**src/rtl/key_start_ctrl.sv**
```systemverilog
// Push-button start controller: synchronise + debounce key_n, issue a one-cycle start
// per debounced press, lock out starts until done, count dropped presses, flag stuck runs.
module key_start_ctrl #(
  parameter int DEBOUNCE_CYCLES = 1_000_000,
  parameter int SYNC_STAGES     = 2,
  parameter int RUN_TIMEOUT     = 0
) (
  input  logic       clk,
  input  logic       rst_n,
  input  logic       key_n,
  input  logic       done,
  output logic       start,
  output logic       running,
  output logic       key_level,
  output logic [7:0] drop_cnt,
  output logic       timeout
);

  localparam int CW = $clog2(DEBOUNCE_CYCLES + 1);
  localparam int RW = (RUN_TIMEOUT > 1) ? $clog2(RUN_TIMEOUT) : 1;

  typedef enum logic [1:0] {IDLE, START, RUN} state_t;

  logic [SYNC_STAGES-1:0] sync_q, sync_d;
  logic [CW-1:0]          db_cnt_q, db_cnt_d;
  logic                   key_level_q, key_level_d;
  logic                   key_level_dly_q, key_level_dly_d;
  state_t                 state_q, state_d;
  logic [RW-1:0]          run_cnt_q, run_cnt_d;
  logic [7:0]             drop_cnt_q, drop_cnt_d;
  logic                   timeout_q, timeout_d;
  logic                   start_q, start_d;
  logic                   running_q, running_d;
  logic                   sync_out, press, run_expired;

  assign sync_out = sync_q[SYNC_STAGES-1];
  assign press    = ~key_level_q & key_level_dly_q;

  // State register
  always_ff @(posedge clk) begin
    if (!rst_n) begin
      sync_q          <= '1;
      db_cnt_q        <= '0;
      key_level_q     <= 1'b1;
      key_level_dly_q <= 1'b1;
      state_q         <= IDLE;
      run_cnt_q       <= '0;
      drop_cnt_q      <= '0;
      timeout_q       <= 1'b0;
      start_q         <= 1'b0;
      running_q       <= 1'b0;
    end else begin
      sync_q          <= sync_d;
      db_cnt_q        <= db_cnt_d;
      key_level_q     <= key_level_d;
      key_level_dly_q <= key_level_dly_d;
      state_q         <= state_d;
      run_cnt_q       <= run_cnt_d;
      drop_cnt_q      <= drop_cnt_d;
      timeout_q       <= timeout_d;
      start_q         <= start_d;
      running_q       <= running_d;
    end
  end

  // Synchroniser and debouncer; any bounce back to the current level restarts the count
  always_comb begin
    sync_d          = {sync_q[SYNC_STAGES-2:0], key_n};
    key_level_d     = key_level_q;
    key_level_dly_d = key_level_q;
    db_cnt_d        = '0;
    if (sync_out != key_level_q) begin
      if (db_cnt_q == CW'(DEBOUNCE_CYCLES - 1)) key_level_d = sync_out;
      else                                      db_cnt_d    = db_cnt_q + 1'b1;
    end
  end

  assign run_expired = (RUN_TIMEOUT != 0) && (run_cnt_q == RW'(RUN_TIMEOUT - 1));

  // Next-state logic; done takes priority over timeout on the same edge
  always_comb begin
    state_d    = state_q;
    run_cnt_d  = run_cnt_q;
    timeout_d  = timeout_q;
    drop_cnt_d = drop_cnt_q;
    if (press && state_q != IDLE && drop_cnt_q != 8'hFF) drop_cnt_d = drop_cnt_q + 8'd1;
    case (state_q)
      IDLE: if (press) begin
        state_d   = START;
        timeout_d = 1'b0;
      end
      START: begin
        state_d   = RUN;
        run_cnt_d = '0;
      end
      RUN: begin
        if (done) state_d = IDLE;
        else if (run_expired) begin
          state_d   = IDLE;
          timeout_d = 1'b1;
        end else run_cnt_d = run_cnt_q + 1'b1;
      end
      default: state_d = IDLE;
    endcase
  end

  // Outputs are registered from the next state so they line up with it
  always_comb begin
    start_d   = (state_d == START);
    running_d = (state_d == START) || (state_d == RUN);
  end

  assign start     = start_q;
  assign running   = running_q;
  assign key_level = key_level_q;
  assign drop_cnt  = drop_cnt_q;
  assign timeout   = timeout_q;

endmodule
```
**config.mk**
```make
export PLATFORM = sky130hd
export DESIGN_NAME = key_start_ctrl
export DESIGN_NICKNAME = d
export VERILOG_FILES = /design/src/rtl/key_start_ctrl.sv
export SDC_FILE = /design/constraint.sdc
export NUM_CORES = 1
export LEC_CHECK = 0
export ABC_AREA = 1
export BUFFER_PORTS_ARGS = -buffer_cell sky130_fd_sc_hd__buf_4
export CORE_ASPECT_RATIO = 0.75
export CORE_MARGIN = 10
export CORE_UTILIZATION = 62
export DETAILED_ROUTE_END_ITERATION = 8
export HOLD_SLACK_MARGIN = 0.08
export PLACE_DENSITY_LB_ADDON = 0.3
export REMOVE_ABC_BUFFERS = 1
export SYNTH_ARGS = -nofsm -noshare
export SYNTH_HDL_FRONTEND = slang
export SYNTH_SLANG_ARGS = --single-unit
```
**constraint.sdc**
```tcl
create_clock -name clk -period 2.35 [get_ports clk]
set_input_delay 0.3525 -clock clk [delete_from_list [all_inputs] [get_ports clk]]
set_output_delay 0.3525 -clock clk [all_outputs]
set_load 0.05 [all_outputs]
```
==> flow_summary.ini <==
[yosys]
syn_area_per_cell_um2 = 7.24
synth_seq_area_share_pct = 41.1
syn_inst = 242
ys_ff_latch = 36
ys_types = 25
syn-cell-area_um2 = 1750
yosysWarnings = 0

[status]
status = finished clean

[cells_and_area]
n_antenna_cell = 0
multi_input_area_um2 = 915
drive_gt1_share_pct = 17.6
synthToLayoutAreaGrowth_pct = 12.9
fin_cells = 297
register_area_um2 = 721
nFillCells = 217
nets = 267
fin_area_um2 = 1980

[global_route]
antenna_found_initial = 0
grt_max_degree = 20
grt_first_pass_wirelength_um = 6000
grt_pass1_vias = 1397
gr-total-overflow = 0
grt_usage_pct = 14.2

[power]
p_per_area_nw_per_um2 = 594
power_mw = 1.18
p_leak_nw = 0.670
peakVddDrop_mv = 0.421

[worst_setup_path]
r2r_start = db_cnt_q[0]
rrSetupSlack_ps = 740
max_stage_delay_ps = 440
worstPathRequired_ps = 2520
worstPathCellList = ha_1 -> nand3_4 -> nor3_4 -> nand3_2 -> nand2_4 -> a21oi_1
crit_slowest_cell = dfxtp_1
worstPathArrival_ps = 1780
r2r_end = db_cnt_q[3]
crit_fanout = 19
start_kind = flop
critPathCaptureType = flop
r2r_cells = 6
crit_type = reg -> reg

[routing]
first_pass_iters = 4
postRouteAntennaNets = 0
drt-vias-per-instance = 5.09
routed-via-count = 1513
initialDrtViolationCount = 127
drc = 0
post_drt_wl_per_cell_um = 11.8
wl_um = 3490

[floorplanning]
rows = 16
die_x_um = 81.4
core_area_um2 = 2660
die_area_um2 = 5380
start_util_pct = 65.8
pin_count = 16
die_h_um = 66.1

[clock_network]
cts_buffers = 5
htree_levels = 2
clkSlewWorstSetupHoldPaths_ps = 70
post_cts_buffers = 0
cts-root-buf = clkbuf_8
insertion_delay_ps = 290
cts_max_path_buffers = 2
cts_resized = 0
clock-sinks = 36
cts_tree = done
cts_hold_buf = 0

[worst_hold_path]
hold_path_depth = 2
min_to = sync_q[0]
min_path_type = in -> reg
hold_start = key_n

[place]
placed_cells = 289
postPlaceCellArea_um2 = 1870
hpwlAfterDp_um = 2530
portBuffers = 14
place_congestion = 0.879

[timing]
layout_min_cycle_time_ps = 1610
timing.setup.tns_ps = 0
max_freq_mhz = 622
setup_violations = 0
finalCritPeriodShare_pct = 68.4
finalHoldViolCount = 0
fin_skew_ps = 5.38
grt_setup_unrepaired = no
drv_slew = 0

[run]
maxCapViolations = 0
[power by group]
| group | internal [mW] | switching, mW | total [mW] |
|---|---|---|---|
| registers | 0.612 | 0.00149 | 0.613 |
| clock network | 0.314 | 0.229 | 0.543 |
| logic | 0.00615 | 0.0141 | 0.0202 |
| total | 0.932 | 0.245 | 1.18 |
[worst max-delay path by stage]
stage,start,endpoint,slack (ps),cells after the start
6_report,db_cnt_q[0],db_cnt_q[3],740,6
5_1_grt,db_cnt_q[0],db_cnt_q[13],620,6
4_1_cts,db_cnt_q[0],db_cnt_q[3],730,6
3_5_place_dp,db_cnt_q[0],db_cnt_q[3],750,6
3_3_place_gp,db_cnt_q[0],db_cnt_q[17],820,6
2_1_floorplan,drop_cnt[0],drop_cnt[6],620,10
[placed cells by master, fill, tap and decap left out, drive strengths merged]
cell      Yosys  final
conb          1      1
nand2        62     62
bufinv        0      1
nand4         5      5
buf           3     14
ha            3      3
xor2          7      7
nor2         49     49
nand3        15     15
clkinvlp      0      1
nor3          6      6
clkinv        0      1
o21ai         9      9
xnor2         2      2
or2           6      6
clkbuf        0      5
dfxtp        36     36
a21oi        16     16
inv          22     22
[cell type report]
type | count | share of cell area, %
multi-input cells | 181 | 46.2
repair buffers | 14 | 5.31
clock inverters | 3 | 2.15
well taps | 36 | 2.28
flip-flops and latches | 36 | 36.4
inverters | 22 | 4.17
clock buffers | 5 | 3.48
[cell families after synthesis]
group                      count (synthesis)  share of synthesized area, %
buffers and inverters                     25                          6.71
xor gates and xnor gates                   9                          4.50
adders and majority gates                  3                          2.14
AOI/OAI and AO/OA                         25                          7.57
other                                      1                         0.214
and+or+nand+nor                          143                          37.8
DFF                                       36                          41.1
[critical path: cells and delay by family (launching register included)]
| kind | cells | cell delay (ps) |
|---|---|---|
| AND/OR/NAND/NOR | 4 | 680 |
| flip-flops | 1 | 440 |
| adder cells (fa/ha/maj) | 1 | 270 |
| AO/OA/AOI/OAI | 1 | 80 |
[cells in the mapped netlist]
cell      n  share of area (%)
a21oi_1  14                4.0
a21oi_2   2                1.0
buf_12    1                1.1
buf_4     2               0.86
conb_1    1               0.21
dfxtp_1  36                 41
ha_1      3                2.1
inv_1    20                4.3
inv_2     2               0.43
nand2_1  60                 13
nand2_2   1               0.36
nand2_4   1               0.64
nand3_1  12                3.4
nand3_2   2                1.1
nand3_4   1                1.0
nand4_1   5                1.8
nor2_1   38                8.1
nor2_2   11                3.9
nor3_1    5                1.4
nor3_4    1               0.93
o21ai_0   9                2.6
or2_0     3                1.1
or2_2     3                1.1
xnor2_1   2                1.0
xor2_1    7                3.5
[registers in the layout (all words and copies together), names as in the netlist]
register and flops:
db_cnt_q 20, drop_cnt 8, key_level 1, key_level_dly_q 1, running 1, start 1
state_q 2, sync_q 2
[stage by stage]
step           setup slack, ps  util, %  hold WS [ps]
2_1_floorplan              617        -           393
3_3_place_gp               825     70.2           398
3_5_place_dp               750     70.2           406
4_1_cts                    731     74.3           239
5_1_grt                    624     74.3           242
6_report                   742     74.3           240
[routing by layer]
| layer | wire length [um] | global-route usage, % | part of all wire, % | vias up |
|---|---|---|---|---|
| met5 | 0 | 0 | 0 | - |
| met4 | 69 | 7.33 | 2.0 | 0 |
| met3 | 220 | 4.76 | 6.3 | 9 |
| met2 | 1490 | 20.8 | 43 | 36 |
| met1 | 1710 | 18.0 | 49 | 671 |
| li1 | - | - | - | 797 |
No activity file was read; power rests on OpenSTA's default activity.
